--- config.mk ---
export PLATFORM = sky130hd
export DESIGN_NAME = vga_pixel_fetch_flat
export DESIGN_NICKNAME = d
export VERILOG_FILES = /design/src/rtl/vga_pkg.sv /design/src/rtl/vga_pixel_fetch_if.sv /design/src/rtl/vga_palette.sv /design/src/rtl/vga_pixel_fetch.sv /design/src/flat_wrapper.sv
export SDC_FILE = /design/constraint.sdc
export NUM_CORES = 1
export LEC_CHECK = 0
export CORE_MARGIN = 2
export CORE_UTILIZATION = 41
export DETAILED_ROUTE_END_ITERATION = 12
export DONT_BUFFER_PORTS = 1
export MAX_ROUTING_LAYER = met4
export PLACE_DENSITY_LB_ADDON = 0.1
export SYNTH_ARGS = -nofsm -noshare
export SYNTH_HDL_FRONTEND = slang
export SYNTH_HIERARCHICAL = 1
export SYNTH_SLANG_ARGS = --single-unit
--- constraint.sdc ---
create_clock -name clk -period 3.6 [get_ports clk]
set_clock_uncertainty 0.1 [all_clocks]
set_input_delay 0.54 -clock clk [delete_from_list [all_inputs] [get_ports clk]]
set_output_delay 0.54 -clock clk [all_outputs]
set_load 0.02 [all_outputs]
--- src/rtl/vga_pkg.sv ---
// Shared VGA definitions: 640x480 timing, framebuffer defaults, RGB type and RGB332 expansion.
package vga_pkg;

  localparam int unsigned HVisible = 640;
  localparam int unsigned HFront   = 16;
  localparam int unsigned HSync    = 96;
  localparam int unsigned HBack    = 48;
  localparam int unsigned HTotal   = 800;
  localparam int unsigned VVisible = 480;
  localparam int unsigned VFront   = 10;
  localparam int unsigned VSync    = 2;
  localparam int unsigned VBack    = 33;
  localparam int unsigned VTotal   = 525;

  localparam int unsigned FbWDefault       = 160;
  localparam int unsigned FbHDefault       = 120;
  localparam int unsigned ScaleLog2Default = 2;

  typedef struct packed {
    logic [7:0] r;
    logic [7:0] g;
    logic [7:0] b;
  } rgb_t;

  // Bit replication so that full-scale codes map to 0xFF.
  function automatic rgb_t rgb332_to_rgb(input logic [7:0] p);
    rgb_t c;
    c.r = {p[7:5], p[7:5], p[7:6]};
    c.g = {p[4:2], p[4:2], p[4:3]};
    c.b = {4{p[1:0]}};
    return c;
  endfunction

endpackage

--- src/rtl/vga_pixel_fetch_if.sv ---
// Framebuffer read bus between the pixel fetcher (master) and the synchronous RAM (slave).
interface vga_pixel_fetch_if #(
  parameter int unsigned ADDR_W = 16
);

  logic [ADDR_W-1:0] fb_addr;
  logic              fb_rd;
  logic [7:0]        fb_rdata;

  modport master (output fb_addr, output fb_rd, input fb_rdata);
  modport slave  (input fb_addr, input fb_rd, output fb_rdata);

endinterface

--- src/rtl/vga_palette.sv ---
// 256x24 colour palette: one synchronous write port, one combinational read port, no reset.
module vga_palette
  import vga_pkg::*;
(
  input  logic       clk,
  input  logic       we_i,
  input  logic [7:0] widx_i,
  input  rgb_t       wdata_i,
  input  logic [7:0] ridx_i,
  output rgb_t       rdata_o
);

  rgb_t mem_q [256];

  always_ff @(posedge clk) begin
    if (we_i) begin
      mem_q[widx_i] <= wdata_i;
    end
  end

  // A read in the same cycle as a write to that index still sees the old entry.
  assign rdata_o = mem_q[ridx_i];

endmodule

--- src/rtl/vga_pixel_fetch.sv ---
// Framebuffer pixel fetch and colour conversion with sync/blank kept aligned to the memory path.
// Define PALETTE_EN to route pixels through a 256-entry palette instead of RGB332 expansion.
module vga_pixel_fetch
  import vga_pkg::*;
#(
  parameter int unsigned FB_W       = FbWDefault,
  parameter int unsigned FB_H       = FbHDefault,
  parameter int unsigned SCALE_LOG2 = ScaleLog2Default,
  parameter int unsigned ADDR_W     = 16
) (
  input  logic                     clk,
  input  logic                     reset,
  input  logic                     pix_tick,
  input  logic [9:0]               x,
  input  logic [9:0]               y,
  input  logic                     enable,
  input  logic                     hsync,
  input  logic                     vsync,
  input  logic                     buf_sel,
  vga_pixel_fetch_if.master        fb,
  input  logic                     pal_we,
  input  logic [7:0]               pal_idx,
  input  logic [23:0]              pal_rgb,
  output logic [7:0]               vga_r,
  output logic [7:0]               vga_g,
  output logic [7:0]               vga_b,
  output logic                     vga_hsync_n,
  output logic                     vga_vsync_n,
  output logic                     vga_blank_n,
  output logic                     vga_sync_n,
  output logic                     vga_clk,
  output logic                     frame_start,
  output logic                     active_buf
);

  localparam int unsigned PixW     = ADDR_W - 1;
  localparam int unsigned FbPixels = FB_W * FB_H;
  localparam int unsigned RowW     = $clog2(FbPixels);

  logic [RowW-1:0]   row_base_q, row_base_d;
  logic [PixW-1:0]   pix_off;
  logic [ADDR_W-1:0] fb_addr_q;
  logic              fb_rd_q;
  logic              active_buf_q, active_buf_d;
  logic              vsync_rise;
  logic              frame_start_q;
  logic              en_d1, hs_d1, vs_d1;
  logic              en_d2, hs_d2, vs_d2;
  rgb_t              pix_rgb;
  rgb_t              rgb_q;

  // Row base steps by one framebuffer line every 2^SCALE_LOG2 screen lines, avoiding a multiply.
  always_comb begin
    row_base_d = row_base_q;
    if (x == '0) begin
      if (y == '0) begin
        row_base_d = '0;
      end else if (y[SCALE_LOG2-1:0] == '0) begin
        row_base_d = row_base_q + RowW'(FB_W);
      end
    end
  end

  assign pix_off = PixW'(row_base_d) + PixW'(x >> SCALE_LOG2);

  // vs_d1 doubles as the previous sampled vsync for edge detection.
  assign vsync_rise   = pix_tick & vsync & ~vs_d1;
  assign active_buf_d = vsync_rise ? buf_sel : active_buf_q;

`ifdef PALETTE_EN
  rgb_t pal_rdata;

  vga_palette u_palette (
    .clk     (clk),
    .we_i    (pal_we),
    .widx_i  (pal_idx),
    .wdata_i (pal_rgb),
    .ridx_i  (fb.fb_rdata),
    .rdata_o (pal_rdata)
  );

  assign pix_rgb = pal_rdata;
`else
  logic unused_pal;
  assign unused_pal = ^{pal_we, pal_idx, pal_rgb};
  assign pix_rgb    = rgb332_to_rgb(fb.fb_rdata);
`endif

  always_ff @(posedge clk) begin
    if (!reset) begin
      row_base_q    <= '0;
      fb_addr_q     <= '0;
      fb_rd_q       <= 1'b0;
      active_buf_q  <= 1'b0;
      frame_start_q <= 1'b0;
      en_d1         <= 1'b0;
      hs_d1         <= 1'b0;
      vs_d1         <= 1'b0;
      en_d2         <= 1'b0;
      hs_d2         <= 1'b0;
      vs_d2         <= 1'b0;
      rgb_q         <= '0;
    end else begin
      frame_start_q <= vsync_rise;
      if (pix_tick) begin
        row_base_q   <= row_base_d;
        active_buf_q <= active_buf_d;
        fb_addr_q    <= {active_buf_d, pix_off};
        fb_rd_q      <= enable;
        en_d1        <= enable;
        hs_d1        <= hsync;
        vs_d1        <= vsync;
        rgb_q        <= en_d1 ? pix_rgb : '0;
        en_d2        <= en_d1;
        hs_d2        <= hs_d1;
        vs_d2        <= vs_d1;
      end
    end
  end

  assign fb.fb_addr  = fb_addr_q;
  assign fb.fb_rd    = fb_rd_q;
  assign vga_r       = rgb_q.r;
  assign vga_g       = rgb_q.g;
  assign vga_b       = rgb_q.b;
  assign vga_hsync_n = ~hs_d2;
  assign vga_vsync_n = ~vs_d2;
  assign vga_blank_n = en_d2;
  assign vga_sync_n  = 1'b0;
  assign vga_clk     = pix_tick;
  assign frame_start = frame_start_q;
  assign active_buf  = active_buf_q;

endmodule
--- src/flat_wrapper.sv ---
// flat-port wrapper written by rule: the top's interface ports become plain ports
module vga_pixel_fetch_flat import vga_pkg::*;
#(
  parameter int unsigned FB_W       = FbWDefault,
  parameter int unsigned FB_H       = FbHDefault,
  parameter int unsigned SCALE_LOG2 = ScaleLog2Default,
  parameter int unsigned ADDR_W     = 16
)
  (clk, reset, pix_tick, x, y, enable, hsync, vsync, buf_sel, pal_we, pal_idx, pal_rgb, vga_r, vga_g, vga_b, vga_hsync_n, vga_vsync_n, vga_blank_n, vga_sync_n, vga_clk, frame_start, active_buf, fb_fb_addr, fb_fb_rd, fb_fb_rdata);
  vga_pixel_fetch_if #(.ADDR_W(ADDR_W)) fb_i ();
  input  logic clk;
  input  logic reset;
  input  logic pix_tick;
  input  logic [9:0] x;
  input  logic [9:0] y;
  input  logic enable;
  input  logic hsync;
  input  logic vsync;
  input  logic buf_sel;
  input  logic pal_we;
  input  logic [7:0] pal_idx;
  input  logic [23:0] pal_rgb;
  output logic [7:0] vga_r;
  output logic [7:0] vga_g;
  output logic [7:0] vga_b;
  output logic vga_hsync_n;
  output logic vga_vsync_n;
  output logic vga_blank_n;
  output logic vga_sync_n;
  output logic vga_clk;
  output logic frame_start;
  output logic active_buf;
  output wire logic [$bits(fb_i.fb_addr)-1:0] fb_fb_addr;
  output wire logic [$bits(fb_i.fb_rd)-1:0] fb_fb_rd;
  input wire logic [$bits(fb_i.fb_rdata)-1:0] fb_fb_rdata;
  assign fb_fb_addr = fb_i.fb_addr;
  assign fb_fb_rd = fb_i.fb_rd;
  assign fb_i.fb_rdata = fb_fb_rdata;
  vga_pixel_fetch #(.FB_W(FB_W), .FB_H(FB_H), .SCALE_LOG2(SCALE_LOG2), .ADDR_W(ADDR_W)) u_core (.clk(clk), .reset(reset), .pix_tick(pix_tick), .x(x), .y(y), .enable(enable), .hsync(hsync), .vsync(vsync), .buf_sel(buf_sel), .fb(fb_i), .pal_we(pal_we), .pal_idx(pal_idx), .pal_rgb(pal_rgb), .vga_r(vga_r), .vga_g(vga_g), .vga_b(vga_b), .vga_hsync_n(vga_hsync_n), .vga_vsync_n(vga_vsync_n), .vga_blank_n(vga_blank_n), .vga_sync_n(vga_sync_n), .vga_clk(vga_clk), .frame_start(frame_start), .active_buf(active_buf));
endmodule
Word-level counts from Yosys, hierarchy flattened
Index checks and enable logic that the tools add are counted.
{"block": "totals", "ff_bits": 63, "in_bits": 68, "output_inout_bits": 48, "word_cells": 28}
{"block": "op_classes", "n_addsub": 2, "n_mux": 5, "bitwise_logic": 5, "n_reduce_logical": 3}
{"operator": "$mux W15", "count": 3}
{"operator": "$mux W24", "count": 1}
{"operator": "$logic_not A10 Y1", "count": 2}
{"operator": "$add A15 B8 Y15", "count": 1}
{"operator": "$add A15 B8 Y15 const B", "count": 1}
{"operator": "$not A1 Y1", "count": 3}
{"operator": "$and A1 B1 Y1", "count": 2}
{"operator": "$logic_not A2 Y1", "count": 1}
{"operator": "$mux W1", "count": 1}

Logic depth before layout (Yosys ltp)
Gate-level depths: netlist of the first run.
{"block": "depth", "ltp_word": 5, "depth_mapped": 14, "mapped_depth_nobuf": 13}

Worst setup path after synthesis of the first run
No wires, ideal clock.
{"block": "synth_path", "path_type": "input port to flip-flop", "from": "in y[7]", "to": "reg u_core.fb_addr_q[12], in the netlist u_core/fb.fb_addr[12]", "setup_time_ns": 0.122, "t_arrival_ns": 3.376, "required_time_ns": 3.378, "path_slack_ns": 0.002, "path_stages": 12, "path_buffers": 0, "cell_sequence": "nor4_1 nand2_1 nor2_1 nor2b_1 ha_1 fa_1 a21o_1 a21oi_1 o21ai_0 o22a_1 and4b_1 a311o_1"}
{"block": "synth_between", "elab_chain_cells": 4}
{"element": "start: declaration", "line_no": "flat_wrapper.sv:15", "rtl": "input logic [9:0] y;"}
{"element": "$logic_not A10 Y1", "line_no": "vga_pixel_fetch.sv:56", "rtl": "if (y == '0) begin"}
{"element": "$mux W15", "line_no": "vga_pixel_fetch.sv:56"}
{"element": "$mux W15", "line_no": "vga_pixel_fetch.sv:55", "rtl": "if (x == '0) begin"}
{"element": "via u_core.row_base_d[0]", "line_no": "vga_pixel_fetch.sv:40", "rtl": "logic [RowW-1:0] row_base_q, row_base_d;"}
{"element": "$add A15 B8 Y15", "line_no": "vga_pixel_fetch.sv:64", "rtl": "assign pix_off = PixW'(row_base_d) + PixW'(x >> SCALE_LOG2);"}
{"element": "end signal: assignment", "line_no": "vga_pixel_fetch.sv:108", "rtl": "fb_addr_q <= {active_buf_d, pix_off};"}
{"element": "end: declaration", "line_no": "vga_pixel_fetch.sv:42", "rtl": "logic [ADDR_W-1:0] fb_addr_q;"}
The timed path passes the listed nets, and every way through them passes these cells.
A chain may end at the register's enable or synchronous reset.

Final worst setup path of the first run
{"block": "layout_path", "from": "in y[3]", "to": "reg u_core.fb_addr_q[12], in the netlist u_core/fb.fb_addr[12]"}
Same word-level chain as after synthesis.

==> results of run 1 <==
[cell usage in the layout, fill, tap and decap left out, drive strengths merged, types with 2 or more instances in the layout]
| master | count |
|---|---|
| a21o | 4 |
| nor4 | 5 |
| o31ai | 2 |
| ha | 9 |
| a21oi | 21 |
| buf | 10 |
| and2 | 8 |
| nor2b | 5 |
| xnor2 | 6 |
| nand4 | 5 |
| nand3 | 6 |
| a221oi | 2 |
| nor3 | 5 |
| and3 | 2 |
| o21ai | 15 |
| or4 | 2 |
| inv | 8 |
| xor2 | 5 |
| dfxtp | 46 |
| nor2 | 38 |
| clkbuf | 5 |
| o22ai | 2 |
| nand2 | 31 |
| a22oi | 8 |
| o21a | 3 |
| nand3b | 2 |
| o21bai | 2 |
| mux2i | 13 |
| a211oi | 6 |
[report_power, final]
part	internal (mW)	switching (mW)
clock	0.208	0.179
sequential	0.524	0.0324
combinational	0.0289	0.0387
total	0.761	0.251
[area by class of cell]
cell class,count,share of cell area [%]
clock buffer,5,2.58
clock inverter,3,1.64
inverter,7,0.987
multi-input combinational,222,53.9
sequential,46,34.6
tap,75,3.52
timing repair buffer,10,2.82
[path summary, 6_finish.rpt]
kind	from	endpoint	slack (ps)	depth (start not counted)
worst max-delay path	y[3]	u_core/fb.fb_addr[12]	440	12
worst min-delay path	pix_tick	u_core/row_base_q[13]	230	1
worst max register to register	u_core/row_base_q[0]	u_core/fb.fb_addr[12]	960	9
worst min register to register	u_core/row_base_q[0]	u_core/row_base_q[0]	360	1
[routing by layer]
| layer | wire [µm] | track usage (%) | up-vias |
|---|---|---|---|
| met2 | 2650 | 24.6 | 50 |
| li1 | - | - | 1036 |
| met5 | 0 | - | - |
| met1 | 2940 | 24.7 | 915 |
| met4 | 26 | 3.58 | 0 |
| met3 | 286 | 3.68 | 2 |
[worst max-delay path, stage by stage]
cell	delay, ps
nor4_1	360
nand2_1	130
nor2_1	150
nor2b_1	90
ha_1	230
fa_1	410
a21o_1	170
a21oi_1	230
o21ai_0	210
o22a_1	270
and4b_1	210
a311o_1	260
[metrics by stage]
stage / worst slack [ps] / utilization, % / power, mW
6_report: 443 / 44.4 / 1.01
3_5_place_dp: 103 / 42.6 / 0.636
4_1_cts: 413 / 44.4 / 1.03
3_3_place_gp: 161 / 42.6 / 0.636
5_1_grt: 131 / 44.4 / 1.06
2_1_floorplan: 2.15 / - / 0.633
[registers in the layout, summed over array words and instances (netlist names)]
name / flops
u_core/vga_blank_n: 1
u_core/vga_g: 3
u_core/hs_d1: 1
u_core/vga_r: 3
u_core/vga_b: 2
u_core/fb.fb_addr: 16
u_core/vs_d1: 1
u_core/frame_start: 1
u_core/hs_d2: 1
u_core/vs_d2: 1
u_core/en_d1: 1
u_core/row_base_q: 15
[cells by family after synthesis]
kind of cell    Yosys count  share of synthesized area, %
simple gates            114                          23.1
xor+xnor                 11                          3.73
mux                      14                          5.48
flops                    46                          35.7
fa+ha+maj                10                          5.14
other cells               1                         0.145
buf+inv                  41                          8.73
compound gates           72                          18.0
==> metrics.yaml, run 1 <==
timing:
  fmaxAchievable_mhz: 317
  rsz0062_at_grt: "no"
  relSlewSlack_pct: 47.2
  fin_hold_ws_ps: 230
  drv_slew: 0
  tightest_slew_ps: 792
  setup_tns_ps: 0
  fin_crit_ps: 3160
  hold_viol_final: 0
  setup_viol: 0
  fin_crit_sh_pct: 87.7
clock_network:
  ctsHoldBuffers: 0
  cts_buffer_depth: 2
  htree_levels: 2
  clk_latency_ps: 290
  cts-buffers-inserted: 5
  cts_tree: "built"
  clk_pin_slew_ps: 90
  clock-sinks: 46
  post_cts_buffers: 0
  cts-root-buf: "clkbuf_8"
  ctsResizeCount: 0
drt:
  drt_iter0_drc: 68
  wirelength_um: 5900
  wl_per_cell_um: 16.0
  dr.pass1.iters: 4
  antenna_left: 0
  vias: 2003
  via_per_inst: 5.44
  drcViolationCount: 0
setup_path:
  cp-end-kind: "flip-flop"
  crit_path_start_kind: "input pin"
  criticalPathCategory: "in2reg"
  cp.arrival_ps: 3240
  critical_path_required_ps: 3690
  path_max_fanout: 3
global_route:
  grt_pass1_vias: 1861
  antenna_found_initial: 0
  overflow: 0
  grt_pass1_wl_um: 9440
  grt_start_max_net_pins: 35
  grt_usage_pct: 17.1
power:
  static-leakage-power_nw: 1.04
  power.density_mw_per_mm2: 380
  ir_drop_uv: 229
cells_and_area:
  final_area_mm2: 0.00266
  n_fill_cell: 605
  multiInputGateArea_mm2: 0.00143
  n_antenna_cell: 0
  seq_area_um2: 921
  nNetsFinal: 370
  syn2layout_area_growth_pct: 3.20
  drive_above_1_share_pct: 8.87
  final_cells: 368
floorplan:
  io_pins: 116
  die_height_um: 83.3
  fp.dieW_um: 83.3
  initial_core_util_pct: 43.1
  die_area_mm2: 0.00694
  coreArea_mm2: 0.00599
  num_rows: 28
synth:
  synth_seq_cells: 46
  syn-cell-area_mm2: 0.00258
  synth.avg_cell_area_um2: 8.35
  synth_area_leaders: "dfxtp_1 (36%), buf_4 (5.5%), nor2_1 (5.5%), mux2i_1 (5.0%), nand2_1 (4.5%)"
  synth_nets: 387
  ys_types: 49
  seq_area_frac_synth_pct: 35.7
  yosysMostFrequentCell: "dfxtp_1"
  synth_common_cells: "dfxtp_1 (46), nor2_1 (38), nand2_1 (31)"
  async_reset_ff_share_pct: 0
  yosys.area.top_type_share_pct: 35.7
  yosys_warnings: 6
  yosysTopAreaCell: "dfxtp_1"
  synthCells: 309
  synth_ff_type: "dfxtp_1"
  synth-edff-count: 0
job:
  drv_cap: 0
placement:
  place_inst: 360
  io_buffers: 0
  gp_congestion: 0.803
  dp.final_hpwl_um: 4240
  placed_cell_area_mm2: 0.00255
worst_hold_path:
  hold_class: "in2reg"
outcome:
  status: "completed"
(Power assumes the default switching activity.)
==> run 2, diff against run 1 <==
--- a/config.mk
+++ b/config.mk
@@ -7,6 +7,7 @@
 export LEC_CHECK = 0
 export CORE_MARGIN = 2
 export CORE_UTILIZATION = 41
+export CTS_CLUSTER_SIZE = 25
 export DETAILED_ROUTE_END_ITERATION = 12
 export DONT_BUFFER_PORTS = 1
 export MAX_ROUTING_LAYER = met4
==> constraint.sdc (replaced) <==
create_clock -name clk -period 3.8 [get_ports clk]
set_clock_uncertainty 0.1 [all_clocks]
set_input_delay 0.57 -clock clk [delete_from_list [all_inputs] [get_ports clk]]
set_output_delay 0.57 -clock clk [all_outputs]
set_load 0.02 [all_outputs]
==> run 2 against run 1 <==
Cell area down 1.7%. Utilization down 0.77 points. Final cell count down 1.1%. Worst setup slack better by 120 ps. Total power is 9.4% lower.
==> metrics.yaml, run 2 (synthesis gave the netlist of run 1 again) <==
outcome:
  status: "completed"
job:
  drv_cap: 0
global_route:
  met2_usage_pct: 25.1
  antenna_found_initial: 0
  grt_busiest_layer: "met1"
  met1_usage_pct: 25.2
  met3_usage_pct: 3.28
  grt_pass1_vias: 1965
  overflow: 0
  grt_usage_pct: 17.4
  grt_start_max_net_pins: 35
  grt_pass1_wl_um: 9740
clock_network:
  clock-sinks: 46
  clk_latency_ps: 300
  ctsResizeCount: 0
  cts_buffer_depth: 2
  post_cts_buffers: 0
  cts_tree: "built"
  cts-buffers-inserted: 5
  htree_levels: 2
  cts-root-buf: "clkbuf_8"
  clk_pin_slew_ps: 100
  ctsHoldBuffers: 0
timing:
  fin_crit_sh_pct: 85.2
  relSlewSlack_pct: 47.5
  setup_tns_ps: 0
  tightest_slew_ps: 786
  setup_viol: 0
  fmaxAchievable_mhz: 309
  drv_slew: 0
  hold_viol_final: 0
  fin_crit_ps: 3240
  rsz0062_at_grt: "no"
drt:
  antenna_left: 0
  drcViolationCount: 0
  drt_iter0_drc: 147
  wirelength_um: 5820
  vias: 1990
  via_per_inst: 5.47
  dr.pass1.iters: 4
  wl_per_cell_um: 16.0
floorplan:
  die_height_um: 83.3
  coreArea_mm2: 0.00599
  die_area_mm2: 0.00694
  io_pins: 116
  initial_core_util_pct: 43.1
  num_rows: 28
  fp.dieW_um: 83.3
power:
  p_total_mw: 0.917
  ir_drop_uv: 200
  static-leakage-power_nw: 1.01
  power.density_mw_per_mm2: 350
placement:
  place_inst: 356
  io_buffers: 0
  gp_congestion: 0.830
  dp.final_hpwl_um: 4220
setup_path:
  path_max_fanout: 4
  max_stage_delay_ps: 410
  crit_slowest_cell: "fa_1"
  criticalPathCategory: "in2reg"
  cp.arrival_ps: 3340
  r2r_start: "u_core/row_base_q[0]"
  crit_path_start_kind: "input pin"
  startpoint: "x[1]"
  cp-end-kind: "flip-flop"
  critical_path_required_ps: 3900
  crit_chain: "nor4_4, nand3_1, nor2_1, nor2b_1, ha_1, fa_1, a21o_1, a21oi_1, o21ai_0, o22a_1, and4b_1, a311o_1"
cells_and_area:
  final_common_cell: "dfxtp_1"
  drive_above_1_share_pct: 7.61
  final_cells: 364
  fin_util_pct: 43.7
  nNetsFinal: 366
  n_fill_cell: 604
  n_antenna_cell: 0
  largest_reg_flops: 16
  syn2layout_area_growth_pct: 1.41
  final_cell_mix: "dfxtp_1 (46), nor2_1 (38), nand2_1 (31)"
worst_hold_path:
  hp-start: "pix_tick"
  hold_class: "in2reg"
==> run 2: per-stage QoR <==
step / hold WS, ps / area (µm²) / setup WS, ps
2_1_floorplan: 321 / 2580 / 172
3_3_place_gp: 334 / 2520 / 255
3_5_place_dp: 337 / 2520 / 258
4_1_cts: 241 / 2620 / 585
5_1_grt: 243 / 2620 / 362
6_report: 249 / 2620 / 564
==> run 2: metal layers <==
metal	vias to the layer above	share of wire [%]
li1	1024	-
met1	905	49
met2	59	45
met3	2	5.5
met4	0	0.46
met5	-	0
==> run 2: report_power, final <==
group / switching, mW / internal [mW]
logic: 0.0369 / 0.0264
registers: 0.0301 / 0.497
clock network: 0.190 / 0.137
==> run 2: layout make-up <==
| class | instances | area, µm² | area share [%] |
|---|---|---|---|
| Clock inverter | 3 | 27.5 | 1.05 |
| Sequential cell | 46 | 921 | 35.2 |
| Inverter | 7 | 26.3 | 1.00 |
| Multi-Input combinational cell | 222 | 1430 | 54.8 |
| Clock buffer | 5 | 68.8 | 2.63 |
| Timing Repair Buffer | 6 | 45.0 | 1.72 |
| Tap cell | 75 | 93.8 | 3.59 |
==> run 2: path summary, 6_finish.rpt <==
kind | depth (start not counted) | endpoint | slack [ps]
max reg2reg | 9 | u_core/fb.fb_addr[12] | 1150
min reg2reg | 1 | u_core/row_base_q[3] | 370
max | 12 | u_core/fb.fb_addr[12] | 560
min | 1 | u_core/row_base_q[12] | 250
==> run 2: critical path, delay by kind of cell <==
family / cells / cell delay [ps]
and+or+nand+nor: 5 / 980
AOI/OAI and AO/OA: 5 / 1160
adders and majority gates: 2 / 630
==> patch (config.mk and constraints of run 1) <==
Register the output `vga_b`, cleared by the reset; this adds one clock of latency there. The other outputs are not delayed to match.
--- a/src/rtl/vga_pixel_fetch.sv
+++ b/src/rtl/vga_pixel_fetch.sv
@@ -122,7 +122,13 @@
   assign fb.fb_rd    = fb_rd_q;
   assign vga_r       = rgb_q.r;
   assign vga_g       = rgb_q.g;
-  assign vga_b       = rgb_q.b;
+  always_ff @(posedge clk) begin
+    if (!reset) begin
+      vga_b <= '0;
+    end else begin
+      vga_b <= rgb_q.b;
+    end
+  end
   assign vga_hsync_n = ~hs_d2;
   assign vga_vsync_n = ~vs_d2;
   assign vga_blank_n = en_d2;
Behaviour: not the same (a bounded check fails within 4 cycles, from zero or initial values and one cycle with reset low).
==> patch against run 1 <==
Sequential cell count is 2 higher; final area increased by 0.85%; wire length decreased by 8.4%; setup slack got worse by 0.13 ns; total power is 6.1% higher; count of clock-buffer cells in the layout unchanged; area after synthesis increased by 3.7%; largest cell class unchanged; highest routed layer unchanged.
==> patch: results (changes against run 1) <==
| Metric | Value |
|---|---|
| Status | `completed (unchanged)` |
| Worst-path maximum fanout | `4 (was 3)` |
| Vias in the first global route | `1803 (was 1861)` |
| Sequential area share after synthesis | `0.359 (was 0.357)` |
| Commonest cells post-synth | `dfxtp_1 (48), nor2_1 (38), buf_4 (26) (was dfxtp_1 (46), nor2_1 (38), nand2_1 (31))` |
| Pin count of the biggest net entering global routing | `47 (was 35)` |
| Fmax | `304 MHz (was 317 MHz)` |
| Gpl congestion | `0.899 (was 0.803)` |
| Arrival @ worst endpoint | `3.39 ns (was 3.24 ns)` |
| Yosys cell types | `51 (was 49)` |
| Root Buffer | `clkbuf_8 (unchanged)` |
| Cell Area, Placed | `0.00257 sq mm (was 0.00255 sq mm)` |
| Avg Cell Area, Syn | `8.66 sq um (was 8.35 sq um)` |
| DR vias | `1936 (was 2003)` |
| Pleak | `1.01 nW (was 1.04 nW)` |
| Fraction of layout cells with a size suffix above 1 | `0.106 (was 0.0887)` |
| Global-route wire length before repair | `9070 microns (was 9440 microns)` |
| Maximum vdd drop | `206 uV (was 229 uV)` |
| CTS resizes | `0 (unchanged)` |
| R2r setup slk | `0.87 ns (was 0.96 ns)` |
| GRT Total Usage | `0.161 (was 0.171)` |
| Setup WS pre-CTS | `-0.0187 ns (was 0.103 ns)` |
| Fraction of registers with async set/reset | `0 (unchanged)` |
| Final Non-Filler Cells | `360 (was 368)` |
| HPWL after detailed placement | `3970 microns (was 4240 microns)` |
| Initial DRC count | `122 (was 68)` |
| Top cells by area, synth | `dfxtp_1 (36%), buf_4 (7.3%), nor2_1 (5.3%) (was dfxtp_1 (36%), buf_4 (5.5%), nor2_1 (5.5%))` |
## patch: changes by cell type after synthesis, sizes merged, moves of 4 or more
cell and delta:
a211oi +8, buf +13, clkbuf -6, nand2 -17
nand4 -4, nor4 +5
## patch: path summary, 6_finish.rpt
kind / start / end / cells past startpoint
max reg2reg: u_core/row_base_q[1] / u_core/fb.fb_addr[13] / 9
min reg2reg: u_core/rgb_q[5] / u_core/vga_b[5] / 1
min: pix_tick / u_core/row_base_q[8] / 1
max: y[7] / u_core/fb.fb_addr[13] / 12
## patch: layout make-up
cell class                 count  area share
clock buffer                   5      0.0256
sequential                    48       0.358
timing repair buffer           7      0.0196
inverter                       7     0.00979
multi-input combinational    213       0.534
clock inverter                 3      0.0172
tap                           77      0.0359
## patch: where the power goes
group / internal, mW / switching (mW)
sequential: 0.551 / 0.0378
clock: 0.210 / 0.192
combinational: 0.0361 / 0.0467
total: 0.797 / 0.277
## patch: kinds of logic after synthesis
family	Yosys count	share of synthesized area
other cells	1	0.00140
mux	14	0.0524
buf+inv	48	0.105
compound gates	72	0.184
fa+ha+maj	10	0.0496
flops	48	0.359
simple gates	108	0.222
xor+xnor	8	0.0262
## patch: critical path: stages
cell and delay, ns:
nor4_1 0.37, nand2_1 0.14, nor2_1 0.24, nor2b_1 0.13
ha_1 0.31, a211oi_1 0.38, o21ai_0 0.19, a21boi_0 0.35
a211oi_4 0.07, nor4b_4 0.16, and4_2 0.24, a311o_1 0.26
## patch: metrics by stage
step	TNS [ns]	hold slack (ns)	util
floorplan	0	0.321	-
global placement	0	0.326	0.407
detailed placement	-0.0187	0.332	0.407
CTS	0	0.210	0.425
global route	0	0.205	0.425
finish	0	0.237	0.425
## patch: per-layer routing
| layer | vias to the layer above | track usage | wire length, microns |
|---|---|---|---|
| met3 | 4 | 0.0403 | 369 |
| met2 | 66 | 0.235 | 2390 |
| met4 | 0 | 0.0476 | 48 |
| met1 | 851 | 0.220 | 2590 |
| met5 | - | - | 0 |
| li1 | 1015 | - | - |
